[config.mk]
export PLATFORM = sky130hd
export DESIGN_NAME = load_store_unit
export DESIGN_NICKNAME = d
export VERILOG_FILES = /design/src/rtl/lsu_pkg.sv /design/src/rtl/load_extender.sv /design/src/rtl/load_store_unit.sv
export SDC_FILE = /design/constraint.sdc
export NUM_CORES = 1
export LEC_CHECK = 0
export ABC_AREA = 0
export ABC_CLOCK_PERIOD_IN_PS = 1600
export CAP_MARGIN = 10
export CORE_UTILIZATION = 37
export CTS_BUF_LIST = sky130_fd_sc_hd__clkbuf_2 sky130_fd_sc_hd__clkbuf_4 sky130_fd_sc_hd__clkbuf_8
export CTS_CLUSTER_DIAMETER = 50
export DETAILED_ROUTE_END_ITERATION = 8
export GPL_TIMING_DRIVEN = 0
export HOLD_SLACK_MARGIN = 0.05
export PLACE_DENSITY = 0.79
export SYNTH_ARGS = -nofsm -noshare
export SYNTH_HDL_FRONTEND = slang
export SYNTH_SLANG_ARGS = --single-unit
export TNS_END_PERCENT = 30
[constraint.sdc]
create_clock -name clk -period 1.6 [get_ports clk]
set_input_delay 0.24 -clock clk [delete_from_list [all_inputs] [get_ports clk]]
set_output_delay 0.24 -clock clk [all_outputs]
set_load 0.05 [all_outputs]
[src/rtl/lsu_pkg.sv]
// Shared types and constants for the load/store unit.
// Holds the FSM state, RV32I width codes and RAM oplen codes.
package lsu_pkg;

  typedef enum logic [1:0] {
    S_IDLE,
    S_ISSUE,
    S_WAIT,
    S_RESP
  } lsu_state_e;

  localparam logic [2:0] F3_B  = 3'b000;
  localparam logic [2:0] F3_H  = 3'b001;
  localparam logic [2:0] F3_W  = 3'b010;
  localparam logic [2:0] F3_BU = 3'b100;
  localparam logic [2:0] F3_HU = 3'b101;

  localparam logic [1:0] OPLEN_B = 2'b00;
  localparam logic [1:0] OPLEN_H = 2'b01;
  localparam logic [1:0] OPLEN_W = 2'b11;

  function automatic logic f3_legal(
    input logic       wr,
    input logic [2:0] f3,
    input logic [1:0] a
  );
    logic ok;
    ok = 1'b0;
    case (f3)
      F3_B:    ok = 1'b1;
      F3_H:    ok = !a[0];
      F3_W:    ok = (a == 2'b00);
      F3_BU:   ok = !wr;
      F3_HU:   ok = !wr && !a[0];
      default: ok = 1'b0;
    endcase
    return ok;
  endfunction

  // 2'b10 is never produced: anything not byte/half maps to word.
  function automatic logic [1:0] f3_oplen(input logic [2:0] f3);
    logic [1:0] ol;
    ol = OPLEN_W;
    if (f3[1:0] == 2'b00) ol = OPLEN_B;
    else if (f3[1:0] == 2'b01) ol = OPLEN_H;
    return ol;
  endfunction

endpackage

[src/rtl/load_extender.sv]
// Sign/zero extension of raw RAM read data.
// Purely combinational; selected by the load funct3.
module load_extender
  import lsu_pkg::*;
(
  input  logic [2:0]  funct3,
  input  logic [31:0] raw,
  output logic [31:0] ext
);

  always_comb begin
    ext = raw;
    case (funct3)
      F3_B:    ext = {{24{raw[7]}}, raw[7:0]};
      F3_H:    ext = {{16{raw[15]}}, raw[15:0]};
      F3_BU:   ext = {24'b0, raw[7:0]};
      F3_HU:   ext = {16'b0, raw[15:0]};
      default: ext = raw;
    endcase
  end

endmodule

[src/rtl/load_store_unit.sv]
// Single-outstanding RV32I load/store unit in front of a RAM.
// IDLE -> ISSUE -> WAIT -> RESP, with early error responses.
module load_store_unit
  import lsu_pkg::*;
#(
  parameter int TIMEOUT_CYCLES = 15
) (
  input  logic        clk,
  input  logic        rst,
  input  logic        req_valid,
  output logic        req_ready,
  input  logic        req_write,
  input  logic [2:0]  req_funct3,
  input  logic [24:0] req_addr,
  input  logic [31:0] req_wdata,
  output logic        resp_valid,
  output logic [31:0] resp_rdata,
  output logic        resp_err,
  output logic        mem_enable,
  input  logic        mem_valid,
  output logic [24:0] mem_addr,
  output logic [1:0]  mem_oplen,
  output logic        mem_writeEnable,
  output logic [31:0] mem_data,
  input  logic [31:0] mem_result
);

  localparam int CW = $clog2(TIMEOUT_CYCLES + 1);
  localparam logic [CW-1:0] CNT_LAST = CW'(TIMEOUT_CYCLES - 1);

  lsu_state_e  state_q, state_d;
  logic [CW-1:0] cnt_q, cnt_d;
  logic        wr_q, wr_d;
  logic [2:0]  f3_q, f3_d;
  logic [24:0] addr_q, addr_d;
  logic [31:0] data_q, data_d;
  logic [1:0]  oplen_q, oplen_d;
  logic        en_q, en_d;
  logic        rv_q, rv_d;
  logic [31:0] rd_q, rd_d;
  logic        re_q, re_d;
  logic [31:0] ext;

  load_extender u_ext (
    .funct3 (f3_q),
    .raw    (mem_result),
    .ext    (ext)
  );

  always_comb begin
    state_d = state_q;
    cnt_d   = cnt_q;
    wr_d    = wr_q;
    f3_d    = f3_q;
    addr_d  = addr_q;
    data_d  = data_q;
    oplen_d = oplen_q;
    en_d    = 1'b0;
    rv_d    = 1'b0;
    rd_d    = '0;
    re_d    = 1'b0;
    unique case (state_q)
      S_IDLE: begin
        if (req_valid) begin
          wr_d    = req_write;
          f3_d    = req_funct3;
          addr_d  = req_addr;
          data_d  = req_wdata;
          oplen_d = f3_oplen(req_funct3);
          if (f3_legal(req_write, req_funct3, req_addr[1:0])) begin
            state_d = S_ISSUE;
            en_d    = 1'b1;
          end else begin
            state_d = S_RESP;
            rv_d    = 1'b1;
            re_d    = 1'b1;
          end
        end
      end
      S_ISSUE: begin
        state_d = S_WAIT;
        cnt_d   = '0;
      end
      S_WAIT: begin
        // mem_valid takes priority over an expiring timeout
        if (mem_valid) begin
          state_d = S_RESP;
          rv_d    = 1'b1;
          rd_d    = wr_q ? 32'b0 : ext;
        end else if (cnt_q == CNT_LAST) begin
          state_d = S_RESP;
          rv_d    = 1'b1;
          re_d    = 1'b1;
        end else begin
          cnt_d = cnt_q + 1'b1;
        end
      end
      S_RESP: state_d = S_IDLE;
    endcase
  end

  always_ff @(posedge clk) begin
    if (rst) begin
      state_q <= S_IDLE;
      cnt_q   <= '0;
      wr_q    <= 1'b0;
      f3_q    <= '0;
      addr_q  <= '0;
      data_q  <= '0;
      oplen_q <= '0;
      en_q    <= 1'b0;
      rv_q    <= 1'b0;
      rd_q    <= '0;
      re_q    <= 1'b0;
    end else begin
      state_q <= state_d;
      cnt_q   <= cnt_d;
      wr_q    <= wr_d;
      f3_q    <= f3_d;
      addr_q  <= addr_d;
      data_q  <= data_d;
      oplen_q <= oplen_d;
      en_q    <= en_d;
      rv_q    <= rv_d;
      rd_q    <= rd_d;
      re_q    <= re_d;
    end
  end

  assign req_ready       = (state_q == S_IDLE) && !rst;
  assign resp_valid      = rv_q;
  assign resp_rdata      = rd_q;
  assign resp_err        = re_q;
  assign mem_enable      = en_q;
  assign mem_addr        = addr_q;
  assign mem_oplen       = oplen_q;
  assign mem_writeEnable = wr_q;
  assign mem_data        = data_q;

endmodule

Yosys cells after proc, flatten, opt, wreduce, memory -nomap -nowiden
Cells that the tools add are included.
{"block": "word_totals", "output_inout_bits": 96, "word_cells": 70, "regBits": 104}
{"block": "classes", "bitwise": 4, "n_addsub": 1, "n_reduce_logical": 16, "eq_ne": 16, "n_mux": 22}
{"cell": "one-hot mux 32 bit (4 select lines)", "n": 1}
{"cell": "equality test 3 bit (second input constant)", "n": 4}
{"cell": "2-to-1 mux 2 bit", "n": 6}
{"cell": "2-to-1 mux 1 bit", "n": 8}
{"cell": "2-to-1 mux 4 bit", "n": 2}
{"cell": "one-hot mux 2 bit (4 select lines)", "n": 1}
{"cell": "one-hot mux 4 bit (2 select lines)", "n": 1}
{"cell": "equality test 3 x 1 -> 1 bit (second input constant)", "n": 2}
{"cell": "logical NOT 2 bit", "n": 3}
{"cell": "logical NOT 3 bit", "n": 2}
{"cell": "inequality test 2 bit (second input constant)", "n": 3}
{"cell": "one-hot mux 1 bit (5 select lines)", "n": 1}
{"cell": "adder 4 x 1 -> 4 bit (second input constant)", "n": 1}
{"cell": "equality test 2 x 1 -> 1 bit (second input constant)", "n": 2}
{"cell": "equality test 2 bit (second input constant)", "n": 2}
{"cell": "equality test 4 bit (second input constant)", "n": 1}
{"cell": "NOT 1 bit", "n": 4}
{"cell": "one-hot mux 1 bit (2 select lines)", "n": 2}
{"cell": "AND reduction 2 bit", "n": 2}
{"cell": "OR reduction 4 bit", "n": 1}
{"cell": "equality test 3 x 2 -> 1 bit (second input constant)", "n": 1}
{"cell": "logical NOT 1 bit", "n": 3}
{"cell": "inequality test 3 bit (second input constant)", "n": 1}
{"cell": "AND reduction 3 bit", "n": 1}
{"cell": "other kinds (3)", "n": 4}

Logic depth before layout (Yosys ltp)
{"block": "logic_depth", "ltp_word": 8, "mapped_depth": 7, "ltp_nobuf": 5}

By module
From an unflattened synthesis, not the netlist that was laid out.
{"block": "hier_totals", "hier_cells": 466, "area_unflattened_um2": 3867.5}
{"mod": "load_store_unit", "seq_area_each_um2": 2082.0, "area_per_inst_um2": 3512.1, "n_inst": 1, "cells_per_inst": 399}
{"mod": "load_extender", "seq_area_each_um2": 0.0, "area_per_inst_um2": 355.3, "n_inst": 1, "cells_per_inst": 67}

Worst setup path after synthesis
Ideal clock, no wire load.
{"block": "synth_timing", "kind": "register to output", "from": "reg state_q[1]", "to": "out req_ready", "path_stages_with_launch": 5, "slack_ns": 0.029, "arrival_time_ns": 1.331, "cell_sequence": "dfxtp_1 > inv_1 > ha_1 > inv_1 > nor2_1"}
{"block": "synth_via", "elab_chain_len": 2}
{"element": "start: declaration", "line_no": "load_store_unit.sv:31", "text": "lsu_state_e state_q, state_d;"}
{"element": "start signal: assignment", "line_no": "load_store_unit.sv:116", "text": "state_q <= state_d;"}
{"element": "logical NOT 2 bit", "line_no": "load_store_unit.sv:130", "text": "assign req_ready = (state_q == S_IDLE) && !rst;"}
{"element": "logical AND 1 bit", "line_no": "load_store_unit.sv:130"}
{"element": "end: declaration", "line_no": "load_store_unit.sv:11", "text": "output logic req_ready,"}
No other way between the ends.

Final worst setup path
{"block": "layout_timing", "from": "reg state_q[0]", "to": "out req_ready"}
The elaborated chain is that of the path after synthesis.

==> reports/results.ini <==
[global_routing]
grt_max_degree=19
antenna_found_initial=0
gr-total-overflow=0
grt_use_total_pct=20.12
grt_first_pass_wirelength_mm=16.41
grt_pass1_vias=3566

[critical_path]
worstSetupPathType=reg2out
rr_worst_depth=6
critPathMaxFanout=6
crit_path_end_kind=output port
r2r_setup_slack_ns=0.06
arrival_ns=1.31
worstSetupStartpointType=flop
required_ns=1.36

[sta]
setup_viol=0
skew_ns=0.01238
fmax_mhz=645.7
slew_headroom_pct=63.02
rsz0062_at_grt=yes
worst_pin_slew_ns=0.5569
period_minus_slack_ns=1.549
slew_viol_final=0
timing.final.crit_share_pct=96.79
final-hold-violation-count=0

[clock_tree]
clock_path_buffers=2
root_buffer=clkbuf_8
cts.repair.resized=121
ctsHoldBuffers=0
clkTransAtPathRegs_ns=0.10
clock-sinks=104
cts_setup_buffers=0
clk_latency_ns=0.36
htreeDepth=3
cts_buffers=9
cts_tree=done

[min_path]
min_delay_path_depth=3
min_path_type=in2reg

[routing]
drtPass1Iterations=4
viasPerCell=4.727
avgRoutedWirePerCell_um=13.78
drcViolationCount=0
drt_iter0_markers=84
wl_mm=10.71
vias=3673
antenna_left=0

[cells_and_area]
multi_input_area_mm2=0.001496
stdcell_count=777
seqCellArea_mm2=0.002087
drive_gt1_share_pct=10.87
nets=741
final_cell_mix=nand2_1 (140), dfxtp_1 (102), clkdlybuf4s50_1 (95), dlygate4sd2_1 (95), a21oi_1 (74)
syn2layout_area_growth_pct=60.33
nFillCells=902
layout_commonest_cell=nand2_1
diodes=0

[synthesis]
syn-cell-area_mm2=0.003744
avgSynthCellArea_um2=8.586
ys.warnings.count=0
seq_area_frac_synth_pct=55.61
synthMuxAreaShare_pct=0.2674
netlist_instances=436
synth_compound_area_share_pct=17.28
ys_types=33
synth_xor_area_share_pct=0
synth_adder_area_share_pct=1.671
synth_top_family_by_area=simple AND/OR/NAND/NOR gates
synth_fp_nets=538
synthSimpleGateAreaFrac_pct=20.22
ys_ff_latch=104

[pwr]
power_density_mw_per_mm2=1407
ir_drop_v=0.0006582
power.total_mw=8.445
power.leakage_nw=2.647

[die]
die_width_um=102.6
die_y_um=102.6
io_pins=193
start_util_pct=38.30
dieArea_mm2=0.01052
rows=36
core_area_mm2=0.009774

[place]
dp_hpwl_mm=8.073
portBuffers=192
place_inst=761
place_congestion=0.7514

[job]
maxCapViolations=0

[status]
status=finished clean

## metrics by stage
step / utilization [%] / hold WS, ns / setup TNS (ns) / area, um^2 / setup slack, ns
after floorplan: - / 0.3617 / 0 / 3744 / 0.02905
final: 61.41 / 0.3493 / 0 / 6002 / 0.05136
after global placement: 59.66 / 0.4414 / -22.08 / 5832 / -1.207
after detailed placement: 59.66 / 0.4467 / -26.15 / 5832 / -1.230
after global routing: 61.41 / 0.3497 / -0.02903 / 6002 / -0.02124
after CTS: 61.15 / 0.3973 / -0.1662 / 5977 / -0.1655
## per-layer routing
metal | share of wire, % | vias to the layer above | track usage, % | routed length (um)
met3 | 9.2 | 23 | 6.780 | 989
met4 | 2.7 | 0 | 9.890 | 285
li1 | - | 1837 | - | -
met1 | 41 | 1672 | 22.23 | 4371
met2 | 47 | 141 | 34.56 | 5063
met5 | 0 | - | 0 | 0
## report_power, final
group / switching (mW) / internal [mW]
registers: 0.171 / 2.97
logic: 2.39 / 1.11
clock network: 0.910 / 0.899
total: 3.47 / 4.97
## cell usage after synthesis, drive strengths merged
cell,number,area share (%)
o21ai,10,1.3
dfxtp,104,56
nand3,1,0.13
and4bb,1,0.33
o22ai,1,0.17
ha,5,1.7
or2,1,0.17
nand4bb,1,0.30
a221oi,1,0.23
nor4,2,0.33
inv,5,0.50
and3,1,0.17
nand3b,2,0.40
mux2i,1,0.27
or4b,1,0.37
o211ai,2,0.40
nand2,141,14
and2,9,1.5
nand2b,3,0.50
or4,1,0.20
or3,5,0.84
o31ai,1,0.20
buf,14,2.5
nor2,7,0.70
nor3,1,0.13
a21oi,91,14
a21o,1,0.23
a31o,1,0.23
a211oi,3,0.60
clkbuf,19,1.9
## final timing paths
check                       to         start
hold / removal        cnt_q[3]           rst
hold reg to reg   mem_data[17]  mem_data[17]
setup / recovery     req_ready    state_q[0]
setup reg to reg    state_q[1]      cnt_q[0]
## cells by family (layout without fill, tap and decap cells)
group                      after synthesis  count (layout)
muxes                                    1               1
buffers and inverters                   38             246
and+or+nand+nor                        177             177
adders and majority gates                5               5
DFF                                    104             104
AOI/OAI and AO/OA                      111             111
## state kept, by name, summed over array words and instances, names as in the netlist
register / count
f3_q: 3
mem_data: 32
mem_addr: 25
mem_oplen: 2
resp_rdata: 32
mem_enable: 1
resp_err: 1
state_q: 2
cnt_q: 4
resp_valid: 1
mem_writeEnable: 1
## critical path, stage by stage (launching register included)
cell and delay [ns]:
dfxtp_1 0.33, inv_2 0.09, ha_4 0.17, inv_1 0.06
nor2_2 0.12, buf_6 0.17
## layout make-up
type                            instances  share of cell area (%)
Inverter                                5                  0.3127
Tap cell                              133                   2.773
Multi-Input combinational cell        294                   24.93
Clock inverter                          7                   1.668
Clock buffer                            9                   2.064
Sequential cell                       104                   34.77
Timing Repair Buffer                  192                   30.10
Buffer                                 33                   3.377
Note: power is estimated with default switching activity, not from simulation.
==> RTL change: new RTL, same settings <==
Make the reset (`rst`) asynchronous in one clocked block.
--- a/src/rtl/load_store_unit.sv
+++ b/src/rtl/load_store_unit.sv
@@ -100,5 +100,5 @@
   end
 
-  always_ff @(posedge clk) begin
+  always_ff @(posedge clk or posedge rst) begin
     if (rst) begin
       state_q <= S_IDLE;
Behaviour: differs if rst is asserted again (counterexample within 4 cycles, from zero or initial values and one cycle with rst high); with rst held inactive, the same outputs for 10 cycles.
==> RTL change against the original RTL <==
Sequential cell count unchanged. Wire length decreased by 2.7%. Area after synthesis increased by 8.3%. Design area increased by 7.3%. Worst setup slack got worse by 0.048 ns. Die area increased by 8.1%. Non-clock buffer count decreased by 7. Critical endpoint is now mem_data[12].
Power is not compared: it rests on default switching activity, and its combinational part moved more than twofold at a synthesized area within 25%.
==> RTL change: results (changes against the original RTL) <==
synth_compound_area_frac: 0.0735  # -0.0993
grt_first_pass_wirelength_um: 16400  # -0.13%
ys_async_sr_fraction: 1.00  # +1.00
synth_area_leaders: "dfrtp_1 64%, mux2_2 17%, a21oi_2 3.9%"
synth_fa_ha_area_frac: 0.0154  # -0.00128
syn_nets: 393  # -27%
grt_pass1_vias: 3338  # -6.4%
synth_mux_area_frac: 0.174  # +0.171
clkbuf_count: 10  # +1
worstPathArrival_ns: 1.83  # +0.52 ns
vias: 3073  # -16%
drive_above_1_share: 0.260  # +0.151
ys_types: 27  # -18%
nonClkBufAreaFrac: 0.320  # -0.0145
multi_input_area_um2: 1370  # -8.5%
ys_seq_area_frac: 0.642  # +0.0858
outcome: "completed"
grt.total_usage: 0.186  # -0.0149
place.gp.congestion: 0.761  # +1.3%
final-clk-cell-share: 0.0328  # -0.00447
seq_area_frac: 0.404  # +0.0566
fillerInstances: 901  # -0.11%
max_stage_delay_ns: 0.41  # +0.08 ns
ys.flop_type: "dfrtp_1"
signal_buffers: 218  # -3.1%
hp-class: "primary input to async pin"
cp_max_fo: 10  # +4
multi_input_cells: 165  # -44%
place_area_um2: 6190  # +6.1%
critPathLaunch: "state_q[1]"
critPathTopFamily: "buffers and inverters"
nets: 605  # -18%
==> RTL change: where the power goes <==
part           internal [mW]  switching, mW
sequential              3.63          0.507
clock                  0.790          0.932
combinational           2.43           4.92
total                   6.85           6.35
==> RTL change: layer usage <==
| metal | share of wire | GRT usage | wire (um) |
|---|---|---|---|
| met4 | 0.011 | 0.0577 | 115 |
| met3 | 0.082 | 0.0565 | 851 |
| met5 | 0 | 0 | 0 |
| met1 | 0.38 | 0.208 | 3980 |
| met2 | 0.53 | 0.338 | 5480 |
==> RTL change: path summary, 6_finish.rpt <==
kind                                       to  slack [ns]  depth (start not counted)
worst min-delay path               mem_enable        0.42                          2
max in group asynchronous         mem_data[4]        0.52                          3
worst max register to register   mem_data[12]       0.003                          6
worst max-delay path             mem_data[12]       0.003                          6
worst min register to register   mem_oplen[1]        0.49                          2
min in group clk                resp_rdata[3]        0.43                          2
==> RTL change: per-stage QoR <==
step | setup WS (ns) | hold WS, ns | setup TNS (ns) | std cells | util
after floorplan | -0.0468 | 0.369 | -0.0468 | 291 | -
after global placement | -0.896 | 0.464 | -105.75 | 619 | 0.588
after detailed placement | -0.349 | 0.471 | -14.45 | 621 | 0.592
after CTS | -0.108 | 0.376 | -0.173 | 638 | 0.608
after global routing | -0.0723 | 0.416 | -1.87 | 644 | 0.615
final | 0.00298 | 0.425 | 0 | 644 | 0.615
==> RTL change: repair_timing <==
item / in CTS / in global routing
buffers inserted: 1 / 6
resized for setup: 123 / 9
endpoints found under the setup margin: 179 / 80
pin swaps: 0 / 1
==> RTL change: worst reg2reg max path, stage by stage, from the launching register on <==
cell	delay (ns)
dfrtp_1	0.41
inv_2	0.07
ha_4	0.18
nand2_1	0.11
buf_6	0.18
buf_6	0.17
mux2_2	0.35
